<file path="src/rtl/col_pkg.sv">
// Shared types and constants for the column-counter display path.
// Used by both the button-side stepper and the counter it drives.
package col_pkg;

    localparam int LEVEL_W = 3;
    localparam logic [LEVEL_W-1:0] LEVEL_MAX = 3'd7;

    typedef logic [LEVEL_W-1:0] level_t;

    typedef enum logic [1:0] {
        IDLE,
        PRESS,
        GAP,
        DONE
    } state_t;

    // Shorter way round the 3-bit ring; a tie (distance 4) goes up.
    function automatic logic pick_up(input level_t cur, input level_t tgt);
        level_t up_dist;
        level_t dn_dist;
        up_dist = tgt - cur;
        dn_dist = cur - tgt;
        return (up_dist <= dn_dist);
    endfunction

endpackage

</file>
<file path="src/rtl/col_stepper.sv">
// Drives active-low up/down button presses until a downstream col_counter
// reaches the requested level; keeps a shadow copy of that level.
module col_stepper
    import col_pkg::*;
#(
    parameter int PRESS_CYCLES = 4,
    parameter int GAP_CYCLES   = 4
) (
    input  logic               clk,
    input  logic               reset,
    input  logic               start,
    input  logic [LEVEL_W-1:0] target,
    output logic               but_up_n,
    output logic               but_dn_n,
    output logic [LEVEL_W-1:0] level,
    output logic               busy,
    output logic               done
);

    localparam int TMAX = (PRESS_CYCLES > GAP_CYCLES) ? PRESS_CYCLES : GAP_CYCLES;
    localparam int TW   = $clog2(TMAX + 1);
    localparam logic [TW-1:0] PRESS_LD = TW'(PRESS_CYCLES - 1);
    localparam logic [TW-1:0] GAP_LD   = TW'(GAP_CYCLES - 1);

    state_t        state;
    level_t        tgt;
    logic          dir_up;
    logic [TW-1:0] timer;
    logic          start_up;

    assign start_up = pick_up(level, target);

    always_ff @(posedge clk) begin
        if (reset) begin
            state    <= IDLE;
            but_up_n <= 1'b1;
            but_dn_n <= 1'b1;
            level    <= '0;
            busy     <= 1'b0;
            done     <= 1'b0;
            tgt      <= '0;
            dir_up   <= 1'b1;
            timer    <= '0;
        end else begin
            case (state)
                IDLE: begin
                    done <= 1'b0;
                    if (start) begin
                        tgt    <= target;
                        dir_up <= start_up;
                        busy   <= 1'b1;
                        if (target != level) begin
                            state    <= PRESS;
                            timer    <= PRESS_LD;
                            but_up_n <= ~start_up;
                            but_dn_n <= start_up;
                        end else begin
                            state <= DONE;
                            done  <= 1'b1;
                        end
                    end
                end
                PRESS: begin
                    if (timer == '0) begin
                        but_up_n <= 1'b1;
                        but_dn_n <= 1'b1;
                        level    <= dir_up ? level + 3'd1 : level - 3'd1;
                        timer    <= GAP_LD;
                        state    <= GAP;
                    end else begin
                        timer <= timer - 1'b1;
                    end
                end
                GAP: begin
                    if (timer == '0) begin
                        if (level == tgt) begin
                            state <= DONE;
                            done  <= 1'b1;
                        end else begin
                            state    <= PRESS;
                            timer    <= PRESS_LD;
                            but_up_n <= ~dir_up;
                            but_dn_n <= dir_up;
                        end
                    end else begin
                        timer <= timer - 1'b1;
                    end
                end
                DONE: begin
                    done  <= 1'b0;
                    busy  <= 1'b0;
                    state <= IDLE;
                end
                default: state <= IDLE;
            endcase
        end
    end

endmodule

</file>
<file path="config.mk">
export PLATFORM = sky130hd
export DESIGN_NAME = col_stepper
export DESIGN_NICKNAME = d
export VERILOG_FILES = /design/src/rtl/col_pkg.sv /design/src/rtl/col_stepper.sv
export SDC_FILE = /design/constraint.sdc
export NUM_CORES = 1
export LEC_CHECK = 0
export BUFFER_PORTS_ARGS = -buffer_cell sky130_fd_sc_hd__buf_2
export CAP_MARGIN = 20
export CORE_MARGIN = 5
export CORE_UTILIZATION = 57
export CTS_CLUSTER_DIAMETER = 200
export DETAILED_ROUTE_END_ITERATION = 8
export MAX_ROUTING_LAYER = met4
export PLACE_DENSITY_LB_ADDON = 0.15
export SLEW_MARGIN = 20
export SYNTH_ARGS = -nofsm -noshare
export SYNTH_HDL_FRONTEND = slang
export SYNTH_SLANG_ARGS = --single-unit
</file>
<file path="constraint.sdc">
create_clock -name clk -period 2.8 [get_ports clk]
set_input_delay 0.56 -clock clk [delete_from_list [all_inputs] [get_ports clk]]
set_output_delay 0.56 -clock clk [all_outputs]
set_load 0.02 [all_outputs]
</file>
==> flow_metrics.env, run 1 <==
export IMPL_fmax_mhz=413
export IMPL_synth_top_flop_cell="dfxtp_1"
export IMPL_critPathLaunchType="register"
export IMPL_synth_nets=149
export IMPL_final_common_cell="dfxtp_1"
export IMPL_htree_levels=1
export IMPL_rows=16
export IMPL_dp_hpwl_um=1930
export IMPL_critPathKind="register to register"
export IMPL_grt_overflow=0
export IMPL_initialDrtViolationCount=30
export IMPL_fin_area_um2=1230
export IMPL_fin_hold_ws_ps=483
export IMPL_status="finished clean"
export IMPL_insertion_delay_ps=300
export IMPL_ant_nets=0
export IMPL_final_core_utilization_pct=64.1
export IMPL_dieArea_um2=2950
export IMPL_cts_setup_buffers=0
export IMPL_cts_tree="yes"
export IMPL_firstDrtPassIters=4
export IMPL_worst_pin_slew_ps=381
export IMPL_cap_viol_max_count=0
export IMPL_finalCriticalPeriod_ps=2420
export IMPL_final_cell_mix="16 x dfxtp_1, 13 x a21oi_1, 12 x nor2_1, 12 x buf_2"
export IMPL_cp_max_fo=5
export IMPL_coreArea_um2=1920
export IMPL_dieWidth_um=54.3
export IMPL_power_density_nw_per_um2=1060
export IMPL_ios=13
export IMPL_tns_ps=0
export IMPL_ir_worst_vdd_mv=0.657
export IMPL_synthesis_area_um2=1120
export IMPL_clock_sinks=16
export IMPL_setup_viol=0
export IMPL_synth_edf_count=0
export IMPL_final_nets=162
export IMPL_clock_skew_ps=7.56
export IMPL_crit_required_ps=3000
export IMPL_p_leak_uw=0.000520
export IMPL_avgSynthCellArea_um2=8.67
export IMPL_yosys_warnings=0
export IMPL_rsz0062_at_grt="false"
export IMPL_clock_path_buffers=2
export IMPL_clkTransAtPathRegs_ps=100
export IMPL_cp_end_kind="register"
export IMPL_dpl_cell_area_um2=1200
export IMPL_cts_resized=0
export IMPL_wirelength_um=2480
export IMPL_ctsHoldBuffers=0
export IMPL_hold_path_class="register to register"
export IMPL_nFillCells=177
export IMPL_gp_congestion=0.858
export IMPL_clockRootBuffer="clkbuf_4"
export IMPL_synth_seq_cells=16
export IMPL_initial_core_util_pct=58.2
export IMPL_cts_buffers=3
export IMPL_synth_area_leaders="dfxtp_1 29%, ha_1 12%, a21oi_1 5.8%"
export IMPL_antenna_found_initial=0
export IMPL_route_vias_total=933
export IMPL_grt_pass1_wl_um=4320
export IMPL_relSlewSlack_pct=74.6
export IMPL_yosysTopAreaCellShare_pct=28.6
export IMPL_avgViaCountPerCell=5.55
export IMPL_die_h_um=54.3
export IMPL_portBuffers=12
export IMPL_grt_pass1_vias=998
export IMPL_drive_gt1_share_pct=15.6
export IMPL_yosysUniqueCellTypes=39
export IMPL_netlist_instances=129
export IMPL_post_drt_wl_per_cell_um=14.8
export IMPL_finalCritPeriodShare_pct=86.6
export IMPL_cp_arrival_ps=2630
export IMPL_async_flop_share_pct=0
export IMPL_n_antenna_cell=0
export IMPL_slew_viol_final=0
export IMPL_grt_max_degree=19
export IMPL_grtUsageTotal_pct=21.0
export IMPL_synth_top_area_cell="dfxtp_1"
export IMPL_synth_yosys_seq_area_share_pct=28.6
export IMPL_drc=0
export IMPL_hold_viol=0
export IMPL_syn_to_final_growth_pct=10.2
-- kinds of logic (layout without fill, tap and decap cells) --
| kind of cell | after synthesis | in the layout | synth area share [%] |
|---|---|---|---|
| buffers and inverters | 15 | 27 | 5.14 |
| flip-flops | 16 | 16 | 28.6 |
| multiplexers | 3 | 3 | 2.80 |
| adder cells (fa/ha/maj) | 14 | 14 | 17.7 |
| AO/OA/AOI/OAI | 28 | 28 | 18.5 |
| XOR/XNOR | 8 | 8 | 6.94 |
| AND/OR/NAND/NOR | 45 | 45 | 20.4 |
-- critical path: stages (launching register included) --
cell and delay [ps]:
dfxtp_1 470, inv_1 120, ha_1 210, fa_1 380, xnor2_1 140, ha_1 330
a21oi_1 210, a211o_1 150, nand3b_1 70, mux2_2 260
-- state kept, by name, summed over array words and instances (netlist names) --
name,count
level,3
tgt,3
timer,3
state,2
busy,1
but_dn_n,1
but_up_n,1
dir_up,1
done,1
-- layer usage --
layer  vias up  GRT usage [%]  wire length, µm
li1        476              -                -
met3         6           2.72               44
met2        10           36.5             1290
met4         0           12.0               44
met1       441           22.9             1100
met5         -              -                0
-- worst paths after layout --
kind	cells past startpoint	startpoint	slack, ps	endpoint
setup reg to reg	9	level[0]$_SDFFE_PP0P_	380	but_up_n$_SDFFE_PP1P_
hold / removal	2	tgt[0]$_SDFFE_PP0P_	480	tgt[0]$_SDFFE_PP0P_
setup / recovery	9	level[0]$_SDFFE_PP0P_	380	but_up_n$_SDFFE_PP1P_
hold reg to reg	2	tgt[0]$_SDFFE_PP0P_	480	tgt[0]$_SDFFE_PP0P_
-- synth_stat cells (2+ instances only) --
cell type / number
nor3_1: 3
fa_1: 3
nand2_1: 9
clkbuf_1: 2
nand2b_1: 3
xor2_1: 2
o21ai_0: 2
o32ai_1: 2
inv_1: 11
xnor2_1: 5
nand3_1: 5
nor2_1: 12
nand4_1: 3
mux2i_1: 2
dfxtp_1: 16
nor2b_1: 3
ha_1: 11
a21oi_1: 13
a211o_1: 2
-- cell type report --
cell class	instances	area [µm²]	share of cell area [%]
Multi-Input combinational cell	98	741	60.1
Sequential cell	16	320	26.0
Timing Repair Buffer	12	60.1	4.87
Inverter	11	41.3	3.35
Clock buffer	4	36.3	2.94
Tap cell	27	33.8	2.74
-- report_power, final --
group,switching (µW),internal [µW]
Sequential,66.4,299
Clock,81.5,79.5
Combinational,458,327
Total,606,706
-- through the flow --
stage / setup slack, ps / instances / power [µW]
finish: 376 / 168 / 1310
global route: 188 / 168 / 1430
CTS: 375 / 168 / 1310
detailed placement: 156 / 164 / 1150
global placement: 273 / 164 / 1110
floorplan: 446 / 129 / 967
Note: power is estimated with default switching activity, not from simulation.
==> inputs of run 2 (changes only) <==
--- a/config.mk
+++ b/config.mk
@@ -13,6 +13,7 @@
 export DETAILED_ROUTE_END_ITERATION = 8
 export MAX_ROUTING_LAYER = met4
 export PLACE_DENSITY_LB_ADDON = 0.15
+export SETUP_SLACK_MARGIN = 0.4
 export SLEW_MARGIN = 20
 export SYNTH_ARGS = -nofsm -noshare
 export SYNTH_HDL_FRONTEND = slang
==> flow_metrics.env, run 2 (synthesis gave the netlist of run 1 again) <==
export IMPL_status="finished clean"
export IMPL_critPathLaunchType="primary input"
export IMPL_grt_max_degree=19
export IMPL_antenna_found_initial=0
export IMPL_tns_ps=0
export IMPL_cp_end_kind="register"
export IMPL_critPathKind="primary input to register"
export IMPL_rows=16
export IMPL_grt_use_met2_pct=36.5
export IMPL_final_cell_mix="14 x dfxtp_1, 12 x nor2_1, 12 x a21oi_1, 12 x buf_2"
export IMPL_firstDrtPassIters=5
export IMPL_multi_input_area_um2=744
export IMPL_slew_viol_final=0
export IMPL_initialDrtViolationCount=30
export IMPL_cts_buffers=3
export IMPL_initial_core_util_pct=58.2
export IMPL_rrSetupSlack_ps=560
export IMPL_hold_viol=0
export IMPL_dp_hpwl_um=1930
export IMPL_use_met3_pct=2.72
export IMPL_clock_sinks=16
export IMPL_gp_congestion=0.858
export IMPL_register_area_um2=325
export IMPL_final_nets=162
export IMPL_htree_levels=1
export IMPL_ctsHoldBuffers=0
export IMPL_crit_start="target[0]"
export IMPL_dieArea_um2=2950
export IMPL_stdcell_count=168
export IMPL_drive_gt1_share_pct=17.7
export IMPL_nFillCells=177
export IMPL_pre_cts_ws_ps=156
export IMPL_ant_nets=0
export IMPL_final_core_utilization_pct=64.6
export IMPL_top_usage_layer="met2"
export IMPL_finalCritPeriodShare_pct=80.7
export IMPL_clockRootBuffer="clkbuf_4"
export IMPL_reg2reg_to="but_up_n$_SDFFE_PP1P_"
export IMPL_ir_worst_vdd_mv=0.661
export IMPL_grt_pass1_vias=998
export IMPL_grtUsageTotal_pct=21.0
export IMPL_hold_path_class="register to register"
export IMPL_n_antenna_cell=0
export IMPL_worst_pin_slew_ps=386
export IMPL_crit_end="but_up_n$_SDFFE_PP1P_"
export IMPL_post_drt_wl_per_cell_um=14.7
export IMPL_coreArea_um2=1920
export IMPL_fmax_mhz=442
export IMPL_crit_required_ps=3010
export IMPL_route_vias_total=927
export IMPL_dieWidth_um=54.3
export IMPL_drc=0
export IMPL_clock_skew_ps=8.89
export IMPL_dp_cells=164
export IMPL_portBuffers=12
export IMPL_fin_hold_ws_ps=475
export IMPL_grt_overflow=0
export IMPL_avgViaCountPerCell=5.52
export IMPL_syn_to_final_growth_pct=11.0
export IMPL_r2r_cells=9
export IMPL_cp_arrival_ps=2470
export IMPL_cts_setup_buffers=0
export IMPL_cts_tree="yes"
export IMPL_grt_pass1_wl_um=4320
export IMPL_setup_viol=0
export IMPL_finalCriticalPeriod_ps=2260
export IMPL_cp_max_fo=3
export IMPL_cap_viol_max_count=0
export IMPL_clkTransAtPathRegs_ps=100
export IMPL_wirelength_um=2460
export IMPL_p_leak_uw=0.000522
export IMPL_use_met1_pct=22.9
export IMPL_ios=13
export IMPL_rsz0062_at_grt="false"
export IMPL_clock_path_buffers=2
export IMPL_die_h_um=54.3
export IMPL_setup_ws_ps=539
export IMPL_relSlewSlack_pct=74.2
export IMPL_top_regs="level: 3 flops, tgt: 3 flops, timer: 3 flops"
export IMPL_final_common_cell="dfxtp_1"
export IMPL_insertion_delay_ps=310
export IMPL_r2r_start="level[0]$_SDFFE_PP0P_"
export IMPL_power_density_nw_per_um2=1070
## run 2: cell counts in the layout (fill, tap and decap cells not counted)
No cell type changed its count.
## run 2: worst min-delay path by stage
stage                        startpoint                  end  slack, ps  depth (start not counted)
floorplan           tgt[0]$_SDFFE_PP0P_  tgt[0]$_SDFFE_PP0P_        450                          2
global placement    tgt[1]$_SDFFE_PP0P_  tgt[1]$_SDFFE_PP0P_        460                          2
detailed placement  tgt[0]$_SDFFE_PP0P_  tgt[0]$_SDFFE_PP0P_        460                          2
CTS                 tgt[0]$_SDFFE_PP0P_  tgt[0]$_SDFFE_PP0P_        480                          2
global route        tgt[0]$_SDFFE_PP0P_  tgt[0]$_SDFFE_PP0P_        500                          2
finish              tgt[0]$_SDFFE_PP0P_  tgt[0]$_SDFFE_PP0P_        480                          2
## run 2: routing by layer
metal,vias to the layer above,part of all wire [%]
met5,-,0
met4,0,2.1
met3,5,2.7
met2,18,52
met1,428,43
li1,476,-
## run 2: timing repair
action | 4_1_cts | 5_1_grt
endpoints found under the setup margin | 1 | 2
gates resized for setup | 1 | 3
pin swaps | 0 | 1
gates cloned | 0 | 0
## run 2: worst max-delay path, stage by stage
cell	delay, ps
buf_2	100
inv_1	40
ha_1	200
fa_1	400
xor2_1	180
ha_1	360
a21oi_2	170
a211o_1	140
nand3b_1	70
mux2_2	260
## run 2: stage by stage
| stage | cell area, µm² | power [µW] |
|---|---|---|
| floorplan | 1120 | 967 |
| global placement | 1200 | 1110 |
| detailed placement | 1200 | 1150 |
| CTS | 1230 | 1310 |
| global route | 1240 | 1440 |
| finish | 1240 | 1320 |
## run 2: area by class of cell
| class | count | area share (%) |
|---|---|---|
| flip-flops and latches | 16 | 26.2 |
| repair buffers | 12 | 4.84 |
| well taps | 27 | 2.72 |
| inverters | 11 | 3.33 |
| multi-input cells | 98 | 60.0 |
| clock buffers | 4 | 2.92 |
## run 2: report_power, final
group          leakage, µW  switching, µW  internal [µW]
registers         0.000133           66.2            302
logic             0.000368            462            331
clock network    0.0000210           81.6           79.5
==> inputs of run 3 (changes only) <==
==> constraint.sdc (replaced) <==
create_clock -name clk -period 2.35 [get_ports clk]
set_input_delay 0.47 -clock clk [delete_from_list [all_inputs] [get_ports clk]]
set_output_delay 0.47 -clock clk [all_outputs]
set_load 0.02 [all_outputs]
==> flow_metrics.env, run 3 (synthesis gave the netlist of run 1 again) <==
export IMPL_ant_nets=0
export IMPL_grt_pass1_vias=936
export IMPL_power_density_nw_per_um2=1230
export IMPL_cp_max_fo=3
export IMPL_ios=13
export IMPL_portBuffers=12
export IMPL_clock_path_buffers=2
export IMPL_stdcell_count=172
export IMPL_avgViaCountPerCell=5.58
export IMPL_fin_hold_ws_ps=467
export IMPL_grt_max_degree=19
export IMPL_dieArea_um2=2950
export IMPL_top_regs="level: 3 flops, tgt: 3 flops, timer: 3 flops"
export IMPL_finalCritPeriodShare_pct=90.7
export IMPL_htree_levels=1
export IMPL_firstDrtPassIters=5
export IMPL_dp_cells=165
export IMPL_crit_required_ps=2540
export IMPL_syn_to_final_growth_pct=18.8
export IMPL_fmax_mhz=469
export IMPL_dp_hpwl_um=1820
export IMPL_final_cell_mix="14 x dfxtp_1, 12 x nor2_1, 11 x a21oi_1, 11 x buf_2"
export IMPL_dpl_cell_area_um2=1250
export IMPL_clock_sinks=16
export IMPL_relSlewSlack_pct=74.3
export IMPL_setup_ws_ps=218
export IMPL_cts_tree="yes"
export IMPL_drive_gt1_share_pct=24.8
export IMPL_pre_cts_ws_ps=-143
export IMPL_worst_pin_slew_ps=382
export IMPL_crit_start="level[0]$_SDFFE_PP0P_"
export IMPL_n_antenna_cell=0
export IMPL_clock_skew_ps=7.47
export IMPL_cap_viol_max_count=0
export IMPL_cts_buffers=3
export IMPL_initial_core_util_pct=58.2
export IMPL_insertion_delay_ps=290
export IMPL_finalCriticalPeriod_ps=2130
export IMPL_gp_congestion=0.845
export IMPL_wirelength_um=2390
export IMPL_grtUsageTotal_pct=19.4
export IMPL_initialDrtViolationCount=10
export IMPL_cp_end_kind="register"
export IMPL_critPathKind="register to register"
export IMPL_cp_arrival_ps=2320
export IMPL_hold_path_class="primary input to register"
export IMPL_ir_worst_vdd_mv=0.713
export IMPL_clkTransAtPathRegs_ps=100
export IMPL_status="finished clean"
export IMPL_p_leak_uw=0.000548
export IMPL_final_nets=166
export IMPL_post_drt_wl_per_cell_um=13.9
export IMPL_critPathLaunchType="register"
export IMPL_slew_viol_final=0
export IMPL_hold_viol=0
export IMPL_route_vias_total=960
export IMPL_antenna_found_initial=0
export IMPL_fin_area_um2=1330
export IMPL_rsz0062_at_grt="true"
export IMPL_grt_overflow=0
export IMPL_drc=0
export IMPL_final_common_cell="dfxtp_1"
export IMPL_r2r_start="level[0]$_SDFFE_PP0P_"
export IMPL_setup_viol=0
export IMPL_coreArea_um2=1920
export IMPL_hold_start="target[2]"
export IMPL_grt_pass1_wl_um=4110
export IMPL_dieWidth_um=54.3
export IMPL_clockRootBuffer="clkbuf_4"
export IMPL_die_h_um=54.3
export IMPL_rows=16
-- run 3: cell count changes in the layout (fill, tap and decap cells not counted), sizes merged --
| cell | change |
|---|---|
| buf | +4 |
-- run 3: worst max-delay path: stages, from the launching register on --
cell and delay [ps]:
dfxtp_4 390, inv_4 40, ha_4 140, fa_2 330, xnor2_1 130, ha_1 350, a21oi_2 180, a211o_1 130
nand3b_1 80, mux2_4 260
-- run 3: area by class of cell --
cell class,count,area (µm²)
multi-input combinational,98,782
fill,162,593
sequential,16,328
timing repair buffer,16,92.6
inverter,11,56.3
clock buffer,4,36.3
tap,27,33.8
-- run 3: worst paths after layout --
kind                                         endpoint  slack [ps]  cells after the start
worst max-delay path            but_up_n$_SDFFE_PP1P_         220                      9
worst min-delay path              tgt[2]$_SDFFE_PP0P_         470                      3
worst max register to register  but_up_n$_SDFFE_PP1P_         220                      9
worst min register to register    tgt[1]$_SDFFE_PP0P_         480                      2
-- run 3: timing repair --
action	4_1_cts	5_1_grt
setup buffers	3	0
gates cloned	0	0
hold buffers	0	0
gates resized for setup	4	2
pin swaps	6	4
endpoints found under the setup margin	3	3
-- run 3: per-stage QoR --
| step | util [%] | setup TNS [ps] | power, µW |
|---|---|---|---|
| 2_1_floorplan | - | 0 | 1190 |
| 3_3_place_gp | 64.8 | -105 | 1370 |
| 3_5_place_dp | 64.8 | -201 | 1400 |
| 4_1_cts | 68.8 | 0 | 1620 |
| 5_1_grt | 69.1 | 0 | 1780 |
| 6_report | 69.1 | 0 | 1630 |
-- run 3: per-layer routing --
| layer | up-vias | share of wire (%) | wire length, µm | track usage [%] |
|---|---|---|---|---|
| li1 | 482 | - | - | - |
| met1 | 452 | 45 | 1080 | 23.0 |
| met2 | 17 | 49 | 1180 | 32.3 |
| met3 | 9 | 2.6 | 62 | 2.72 |
| met4 | 0 | 3.0 | 72 | 9.13 |
| met5 | - | 0 | 0 | - |
-- run 3: where the power goes --
group	internal [µW]	switching, µW
clock	94.4	89.7
sequential	361	78.6
combinational	444	562
